==> src/rtl/bcd_display_scan.sv <==
// Three-digit multiplexed 7-segment driver for a 12-bit BCD word. Digit updates are
// taken from a shadow register only at frame boundaries, so one frame never mixes two values.
module bcd_display_scan #(
    parameter int REFRESH_DIV = 50000
) (
    input  logic        clk,
    input  logic        rst,
    input  logic [11:0] bcd,
    input  logic        load,
    input  logic        lz_en,
    output logic [6:0]  seg,
    output logic [2:0]  an,
    output logic        frame,
    output logic [1:0]  dbg_state,
    output logic        dbg_pending
);

    localparam int DIV_W = (REFRESH_DIV > 1) ? $clog2(REFRESH_DIV) : 1;
    localparam logic [DIV_W-1:0] DIV_LAST = DIV_W'(REFRESH_DIV - 1);

    localparam logic [6:0] SEG_BLANK = 7'h7F;
    localparam logic [6:0] SEG_ERR   = 7'h06;

    localparam logic [2:0] AN_OFF   = 3'b111;
    localparam logic [2:0] AN_UNITS = 3'b110;
    localparam logic [2:0] AN_TENS  = 3'b101;
    localparam logic [2:0] AN_HUND  = 3'b011;

    typedef enum logic [1:0] {
        S_U = 2'd0,
        S_T = 2'd1,
        S_H = 2'd2
    } state_t;

    state_t           state;
    logic [DIV_W-1:0] div;
    logic [11:0]      shadow;
    logic [11:0]      active;
    logic             pending;

    logic             tick;
    logic             boundary;
    logic [3:0]       digit;
    logic             blank;
    logic [2:0]       an_next;
    logic [6:0]       seg_next;

    // Active-low {g,f,e,d,c,b,a}; non-decimal nibbles show "E".
    function automatic logic [6:0] decode(input logic [3:0] d);
        logic [6:0] s;
        case (d)
            4'd0:    s = 7'h40;
            4'd1:    s = 7'h79;
            4'd2:    s = 7'h24;
            4'd3:    s = 7'h30;
            4'd4:    s = 7'h19;
            4'd5:    s = 7'h12;
            4'd6:    s = 7'h02;
            4'd7:    s = 7'h78;
            4'd8:    s = 7'h00;
            4'd9:    s = 7'h10;
            default: s = SEG_ERR;
        endcase
        return s;
    endfunction

    assign tick     = (div == DIV_LAST);
    assign boundary = tick && (state == S_H);

    // Units never blank; tens blank only when the hundreds digit is blank too.
    always_comb begin
        digit   = active[3:0];
        blank   = 1'b0;
        an_next = AN_UNITS;
        case (state)
            S_T: begin
                digit   = active[7:4];
                blank   = lz_en && (active[11:8] == 4'd0) && (active[7:4] == 4'd0);
                an_next = AN_TENS;
            end
            S_H: begin
                digit   = active[11:8];
                blank   = lz_en && (active[11:8] == 4'd0);
                an_next = AN_HUND;
            end
            default: begin
                digit   = active[3:0];
                blank   = 1'b0;
                an_next = AN_UNITS;
            end
        endcase
        seg_next = blank ? SEG_BLANK : decode(digit);
    end

    always_ff @(posedge clk or posedge rst) begin
        if (rst) begin
            div     <= '0;
            state   <= S_U;
            shadow  <= '0;
            active  <= '0;
            pending <= 1'b0;
            frame   <= 1'b0;
            seg     <= SEG_BLANK;
            an      <= AN_OFF;
        end else begin
            div <= tick ? '0 : div + 1'b1;

            if (tick) begin
                case (state)
                    S_U:     state <= S_T;
                    S_T:     state <= S_H;
                    default: state <= S_U;
                endcase
            end

            frame <= boundary;
            seg   <= seg_next;
            an    <= an_next;

            // A load landing on the boundary bypasses the shadow so it shows in the new frame.
            if (load) begin
                shadow <= bcd;
            end
            if (boundary && load) begin
                active  <= bcd;
                pending <= 1'b0;
            end else if (boundary && pending) begin
                active  <= shadow;
                pending <= 1'b0;
            end else if (load) begin
                pending <= 1'b1;
            end
        end
    end

    assign dbg_state   = state;
    assign dbg_pending = pending;

endmodule

==> config.mk <==
export PLATFORM = sky130hd
export DESIGN_NAME = bcd_display_scan
export DESIGN_NICKNAME = d
export VERILOG_FILES = /design/src/rtl/bcd_display_scan.sv
export SDC_FILE = /design/constraint.sdc
export NUM_CORES = 1
export LEC_CHECK = 0
export CAP_MARGIN = 20
export CORE_MARGIN = 5
export CORE_UTILIZATION = 45
export CTS_BUF_LIST = sky130_fd_sc_hd__clkbuf_4
export CTS_CLUSTER_DIAMETER = 40
export CTS_CLUSTER_SIZE = 14
export DETAILED_ROUTE_END_ITERATION = 16
export DONT_BUFFER_PORTS = 1
export PLACE_DENSITY = 0.64
export SLEW_MARGIN = 40
export SYNTH_ARGS = -nofsm -noshare
export SYNTH_HDL_FRONTEND = slang
export SYNTH_SLANG_ARGS = --single-unit
==> constraint.sdc <==
create_clock -name clk -period 3.5 [get_ports clk]
set_clock_uncertainty 0.05 [all_clocks]
set_input_delay 0.525 -clock clk [delete_from_list [all_inputs] [get_ports clk]]
set_output_delay 0.525 -clock clk [all_outputs]
set_load 0.1 [all_outputs]
==> out/metrics.yaml, run 1 <==
outcome:
  outcome: "complete, no violations"
detailed_routing:
  finalWirelength_mm: 4.54
  avgRoutedWirePerCell_um: 15.7
  vias: 1529
  route.detailed.drc: 0
  ant_nets: 0
  dr.pass1.iters: 4
  drtIter0Drc: 53
  viasPerCell: 5.29
final_layout:
  seq_area_mm2: 0.00136
  syn2layout_area_growth_pct: 5.80
  multiInputGateArea_mm2: 0.00109
  stdcell_area_mm2: 0.00267
  fill_cells: 496
  drive_gt1_frac: 0.217
  fin_nets: 242
  n_antenna_cell: 0
sta:
  layout_min_cycle_time_ns: 2.55
  timing_worst_slew_pin_value_ns: 0.871
  finalSetupViolations: 0
  rsz0062_at_grt: "no"
  setup_tns_ns: 0
  period_share: 0.729
  slew_violations: 0
  fmax_mhz: 392
  slew_headroom: 0.420
  hold_viol: 0
worst_setup_path:
  path_buf_inv: 2
  crit_chain: "inv_1, ha_1, nor2_1, a21oi_1, inv_1, ha_1, or2_2, a31oi_1, o211ai_1"
  crit_slowest_cell: "ha_1"
  slowest_delay_ns: 0.50
  cp_data_arrival_time_ns: 2.79
  cp_max_fo: 13
  crit_family: "adder cells"
  worstSetupPathType: "flop to flop"
  crit_required_ns: 3.74
  cp-end-kind: "flop"
  start_kind: "flop"
logic_synthesis:
  syn_area_mm2: 0.00252
  yosysUniqueCellTypes: 37
  synth_edf_count: 0
  synthTopCellsByArea: "dfrtp_1, dfstp_2, mux2_2"
  ys.warnings.count: 0
  synth_area_per_cell_um2: 11.9
  syn_nets: 238
  synth_ff_type: "dfrtp_1"
  async_flop_share: 1.00
  ys_ff_latch: 54
  yosysTopAreaCellShare: 0.436
  synth_top_area_cell: "dfrtp_1"
  ys_seq_area_frac: 0.540
  syn_inst: 212
cts:
  path_clk_slew_ns: 0.17
  post_cts_resize_count: 0
  clk_latency_ns: 0.38
  cts_tree: "built"
  clockBufferDepth: 2
  cts_buffers: 5
  root_buffer: "clkbuf_4"
  postCtsSetupBuffers: 0
  cts-hold-fix-buffers: 0
  cts-htree-levels: 2
  cts_sinks: 54
floorplanning:
  die_area_mm2: 0.00721
  dieWidth_um: 84.9
  ios: 30
  start_util: 0.461
  fp.dieH_um: 84.9
  core_mm2: 0.00547
  rows: 27
grt:
  grt_pass1_vias: 1591
  grt_max_degree: 55
  gr-total-overflow: 0
  grt_first_pass_wirelength_mm: 7.72
  antenna_found_initial: 0
  track_usage: 0.134
placement:
  place.gp.congestion: 0.819
  port_buffers: 0
  hpwl_mm: 3.33
  dpl_cell_area_mm2: 0.00261
power_and_ir_drop:
  p_leak_uw: 0.00118
  ir_drop_v: 0.000272
  power.density_mw_per_mm2: 357
run:
  drv_cap: 0
worst_hold_path:
  hp-class: "primary input to asynchronous set/reset pin"
-- cell usage in the layout (no fill, tap or decap), types with 5 or more instances in the layout --
cell type,instances
dfrtp_1,44
nor2_1,17
o21ai_0,14
mux2_2,14
nand2_1,11
ha_1,10
dfstp_2,10
inv_1,9
mux2_4,7
xnor2_1,7
mux2i_1,6
nor4_1,6
xor2_1,6
a21oi_1,5
clkbuf_4,5
-- cell families after synthesis --
| logic type | count (synthesis) | synth area share |
|---|---|---|
| fa+ha+maj | 10 | 0.0496 |
| xor+xnor | 13 | 0.0451 |
| compound gates | 30 | 0.0709 |
| buf+inv | 17 | 0.0283 |
| simple gates | 61 | 0.138 |
| mux | 27 | 0.128 |
| flops | 54 | 0.540 |
-- cells in the mapped netlist (all sizes together) (2+ instances only) --
master,number
o21ai,14
xnor2,7
nand3,4
a21o,2
nor4,7
nand4,3
nor2,17
and2,4
dfrtp,44
ha,10
or3,2
a22oi,4
inv,10
mux2i,6
a21oi,5
clkbuf,6
nor3,2
dfstp,10
mux2,21
or4bb,2
o2111ai,2
nand2,11
xor2,6
and3,2
-- through the flow --
stage          total power [µW]  hold WS, ns  std cells  utilization  setup slack [ns]
2_1_floorplan               683        0.410        212            -             0.390
3_3_place_gp                686        0.433        281        0.477              1.12
3_5_place_dp                687        0.435        281        0.477             0.990
4_1_cts                     971       0.0518        289        0.488             0.946
5_1_grt                    1000       0.0634        289        0.488             0.697
6_report                    953       0.0210        289        0.488             0.949
-- final cells by class --
type	count	area share
repair buffers	4	0.0112
flip-flops and latches	54	0.511
clock inverters	3	0.00750
clock buffers	5	0.0141
multi-input cells	141	0.408
inverters	10	0.0150
well taps	72	0.0337
-- routing by layer --
metal | vias up | routed length, µm | global-route usage
li1 | 751 | - | -
met1 | 751 | 2140 | 0.180
met2 | 22 | 2220 | 0.217
met3 | 5 | 126 | 0.0311
met4 | 0 | 51 | 0.0388
met5 | - | 0 | 0
-- state kept, by name, indices dropped and copies added, names as in the netlist --
register,count
dbg_state,2
active,12
frame,1
seg,7
an,3
shadow,12
dbg_pending,1
div,16
-- where the power goes --
part           switching (µW)  internal (µW)  total [µW]
combinational            17.7           14.5        32.3
sequential               3.84            638         642
clock                     200           79.0         279
total                     221            732         953
-- path summary, 6_finish.rpt --
check	startpoint	endpoint	slack, ns	depth (start not counted)
max	dbg_state[0]$_DFFE_PP0N_	seg[4]$_DFF_PP1_	0.95	9
min	rst	shadow[8]$_DFFE_PP0P_	0.02	1
max reg2reg	dbg_state[0]$_DFFE_PP0N_	seg[4]$_DFF_PP1_	0.95	9
min reg2reg	shadow[3]$_DFFE_PP0P_	shadow[3]$_DFFE_PP0P_	0.47	1
max in group asynchronous	rst	div[13]$_DFF_PP0_	2.93	1
min in group clk	load	dbg_pending$_DFFE_PP0P_	0.23	2
(Power assumes the default switching activity.)
==> inputs of run 2 (changes only) <==
--- a/config.mk
+++ b/config.mk
@@ -5,6 +5,7 @@
 export SDC_FILE = /design/constraint.sdc
 export NUM_CORES = 1
 export LEC_CHECK = 0
+export ABC_AREA = 1
 export CAP_MARGIN = 20
 export CORE_MARGIN = 5
 export CORE_UTILIZATION = 45
==> constraint.sdc (replaced) <==
create_clock -name clk -period 2.57 [get_ports clk]
set_clock_uncertainty 0.05 [all_clocks]
set_input_delay 0.3855 -clock clk [delete_from_list [all_inputs] [get_ports clk]]
set_output_delay 0.3855 -clock clk [all_outputs]
set_load 0.1 [all_outputs]
==> out/metrics.yaml, run 2 <==
final_layout:
  multiInputGateArea_mm2: 0.00108  # was 0.00109 mm²
  n_antenna_cell: 0  # unchanged
  final_common_cell: "nand2_1"  # was dfrtp_1
  fill_cells: 529  # was 496
  regMostFlops: "div"  # unchanged
  final_cell_mix: "nand2_1, inv_1, dfrtp_1, nor2_1, o21ai_0"  # was dfrtp_1, nor2_1, o21ai_0, mux2_2, nand2_1
  seq_area_mm2: 0.00137  # was 0.00136 mm²
  syn2layout_area_growth_pct: 7.54  # was 5.80%
  instances_no_fill: 392  # was 289
  largest_reg_flops: 16  # unchanged
  reg.largest.list: "div x16, active x12, shadow x12"  # unchanged
  fin_nets: 342  # was 242
  drive_gt1_frac: 0.148  # was 0.217
floorplanning:
  rows: 28  # was 27
  die_area_mm2: 0.00758  # was 0.00721 mm²
  ios: 30  # unchanged
  dieWidth_um: 87.1  # was 84.9 µm
  fp.dieH_um: 87.1  # was 84.9 µm
  start_util: 0.457  # was 0.461
  core_mm2: 0.00585  # was 0.00547 mm²
placement:
  port_buffers: 0  # unchanged
  place_inst: 383  # was 281
  dp_slack_ns: 0.546  # was 0.990 ns
  hpwl_mm: 3.83  # was 3.33 mm
  place.gp.congestion: 0.889  # was 0.819
detailed_routing:
  avgRoutedWirePerCell_um: 13.0  # was 15.7 µm
  ant_nets: 0  # unchanged
  dr.pass1.iters: 6  # was 4
  route.detailed.drc: 0  # unchanged
  vias: 1933  # was 1,529
  viasPerCell: 4.93  # was 5.29
  drtIter0Drc: 86  # was 53
  finalWirelength_mm: 5.08  # was 4.54 mm
logic_synthesis:
  yosysTopAreaCellShare: 0.412  # was 0.436
  ys.warnings.count: 0  # unchanged
  async_flop_share: 1.00  # unchanged
  ys_ff_latch: 54  # unchanged
  yosysUniqueCellTypes: 27  # was 37
  syn_inst: 305  # was 212
  synth.most_common_cell: "nand2_1"  # was dfrtp_1
  syn_nets: 331  # was 238
  syn_area_mm2: 0.00267  # was 0.00252 mm²
  synth_ff_type: "dfrtp_1"  # unchanged
  synth_area_per_cell_um2: 8.76  # was 11.9 µm²
  synth_top_area_cell: "dfrtp_1"  # unchanged
  synthTopCellsByArea: "dfrtp_1, dfstp_2, nand2_1"  # was dfrtp_1, dfstp_2, mux2_2
  synth_edf_count: 0  # unchanged
  ys_seq_area_frac: 0.510  # was 0.540
  synthTopCellsByCount: "nand2_1, inv_1, dfrtp_1"  # was dfrtp_1, nor2_1, mux2_2, o21ai_0, nand2_1
grt:
  antenna_found_initial: 0  # unchanged
  gr-total-overflow: 0  # unchanged
  grt_max_degree: 25  # was 55
  grt_pass1_vias: 1946  # was 1,591
  grt_first_pass_wirelength_mm: 8.98  # was 7.72 mm
  track_usage: 0.149  # was 0.134
sta:
  layout_min_cycle_time_ns: 2.05  # was 2.55 ns
  whs_ns: 0.0493  # was 0.0210 ns
  finalSetupViolations: 0  # unchanged
  setup_tns_ns: 0  # unchanged
  slew_violations: 0  # unchanged
  hold_viol: 0  # unchanged
  period_share: 0.798  # was 0.729
  slew_headroom: 0.550  # was 0.420
  fmax_mhz: 488  # was 392 MHz
  layout_setup_ws_ns: 0.519  # was 0.949 ns
  rsz0062_at_grt: "no"  # unchanged
  timing_worst_slew_pin_value_ns: 0.669  # was 0.871 ns
power_and_ir_drop:
  ir_drop_v: 0.000318  # was 0.000272 V
  power.density_mw_per_mm2: 507  # was 357 mW/mm²
  p_leak_uw: 0.00142  # was 0.00118 µW
worst_setup_path:
  r2r_cells: 10  # was 9
  crit_end: "seg[0]$_DFF_PP1_"  # was seg[4]$_DFF_PP1_
  crit_required_ns: 2.81  # was 3.74 ns
  cp_num_cells: 10  # was 9
  cp-end-kind: "flop"  # unchanged
  worstSetupPathType: "flop to flop"  # unchanged
  r2r-end: "seg[0]$_DFF_PP1_"  # was seg[4]$_DFF_PP1_
  crit_chain: "inv_1, ha_1, inv_1, o22ai_1, nand2_1, nand2_1, inv_1, ha_1, o21ai_0, o21ai_0"  # was inv_1, ha_1, nor2_1, a21oi_1, inv_1, ha_1, or2_2, a31oi_1, o211ai_1
  crit_start: "dbg_state[1]$_DFFE_PP0N_"  # was dbg_state[0]$_DFFE_PP0N_
  crit_slowest_cell: "dfrtp_1"  # was ha_1
  r2r_start: "dbg_state[1]$_DFFE_PP0N_"  # was dbg_state[0]$_DFFE_PP0N_
  path_buf_inv: 3  # was 2
  start_kind: "flop"  # unchanged
  cpMostUsedCell: "inv_1"
  cp_data_arrival_time_ns: 2.29  # was 2.79 ns
  slowest_delay_ns: 0.43  # was 0.50 ns
  worst-r2r-setup-slack_ns: 0.52  # was 0.95 ns
  crit_family: "compound AO/OA/AOI/OAI gates"  # was adder cells
  cp_max_fo: 5  # was 13
cts:
  cts_sinks: 54  # unchanged
  clk_latency_ns: 0.37  # was 0.38 ns
  path_clk_slew_ns: 0.16  # was 0.17 ns
  cts_buffers: 5  # unchanged
  cts_tree: "built"  # unchanged
  clockBufferDepth: 2  # unchanged
  cts-htree-levels: 2  # unchanged
  root_buffer: "clkbuf_4"  # unchanged
outcome:
  outcome: "complete, no violations"  # unchanged
worst_hold_path:
  hp-class: "primary input to flop"  # was primary input to asynchronous set/reset pin
run:
  drv_cap: 0  # unchanged
run 2: stage by stage:
stage	utilization	instance area, µm²	total power [µW]
2_1_floorplan	-	2670	1050
3_3_place_gp	0.478	2800	1070
3_5_place_dp	0.478	2800	1070
4_1_cts	0.491	2870	1490
5_1_grt	0.491	2870	1530
6_report	0.491	2870	1460
run 2: cell families after synthesis:
kind of cell,share of synthesized area
simple gates,0.243
xor+xnor,0.0262
fa+ha+maj,0.0468
mux,0.0379
compound gates,0.0520
buf+inv,0.0843
flops,0.510
run 2: power by group:
part / total [µW] / internal, µW / switching, µW
clock: 403 / 118 / 285
combinational: 80.7 / 31.8 / 48.9
sequential: 974 / 895 / 79.3
total: 1460 / 1040 / 413
run 2: worst min path at each step:
stage / from / end / cells after the start
3_3_place_gp: rst / div[12]$_DFF_PP0_ / 1
3_5_place_dp: rst / div[13]$_DFF_PP0_ / 1
2_1_floorplan: active[3]$_DFFE_PP0P_ / active[3]$_DFFE_PP0P_ / 2
6_report: load / shadow[7]$_DFFE_PP0P_ / 1
5_1_grt: load / shadow[7]$_DFFE_PP0P_ / 1
4_1_cts: load / shadow[7]$_DFFE_PP0P_ / 1
run 2: routing by layer:
layer / routed length, µm / track usage / vias to the layer above
met5: 0 / 0 / -
met4: 33 / 0.0425 / 0
met3: 358 / 0.0454 / 2
met2: 2210 / 0.217 / 54
met1: 2480 / 0.215 / 900
li1: - / - / 977
run 2: area by class of cell:
class                           count  share of cell area
Clock buffer                        5              0.0131
Tap cell                           75              0.0327
Inverter                           52              0.0679
Multi-Input combinational cell    194               0.377
Timing Repair Buffer                9              0.0244
Sequential cell                    54               0.475
Clock inverter                      3              0.0100
run 2: what timing repair did:
action | CTS | global route
buffers inserted | 0 | 0
hold buffers | 1 | 0
gates resized for setup | 0 | 0
endpoints found under the hold margin | 21 | 0
run 2: worst reg2reg max path, cell delays in order, from the launching register on:
cell and delay (ns):
dfrtp_1 0.43, inv_1 0.11, ha_1 0.24, inv_1 0.10, o22ai_1 0.18, nand2_1 0.07
nand2_1 0.15, inv_1 0.11, ha_1 0.22, o21ai_0 0.20, o21ai_0 0.12
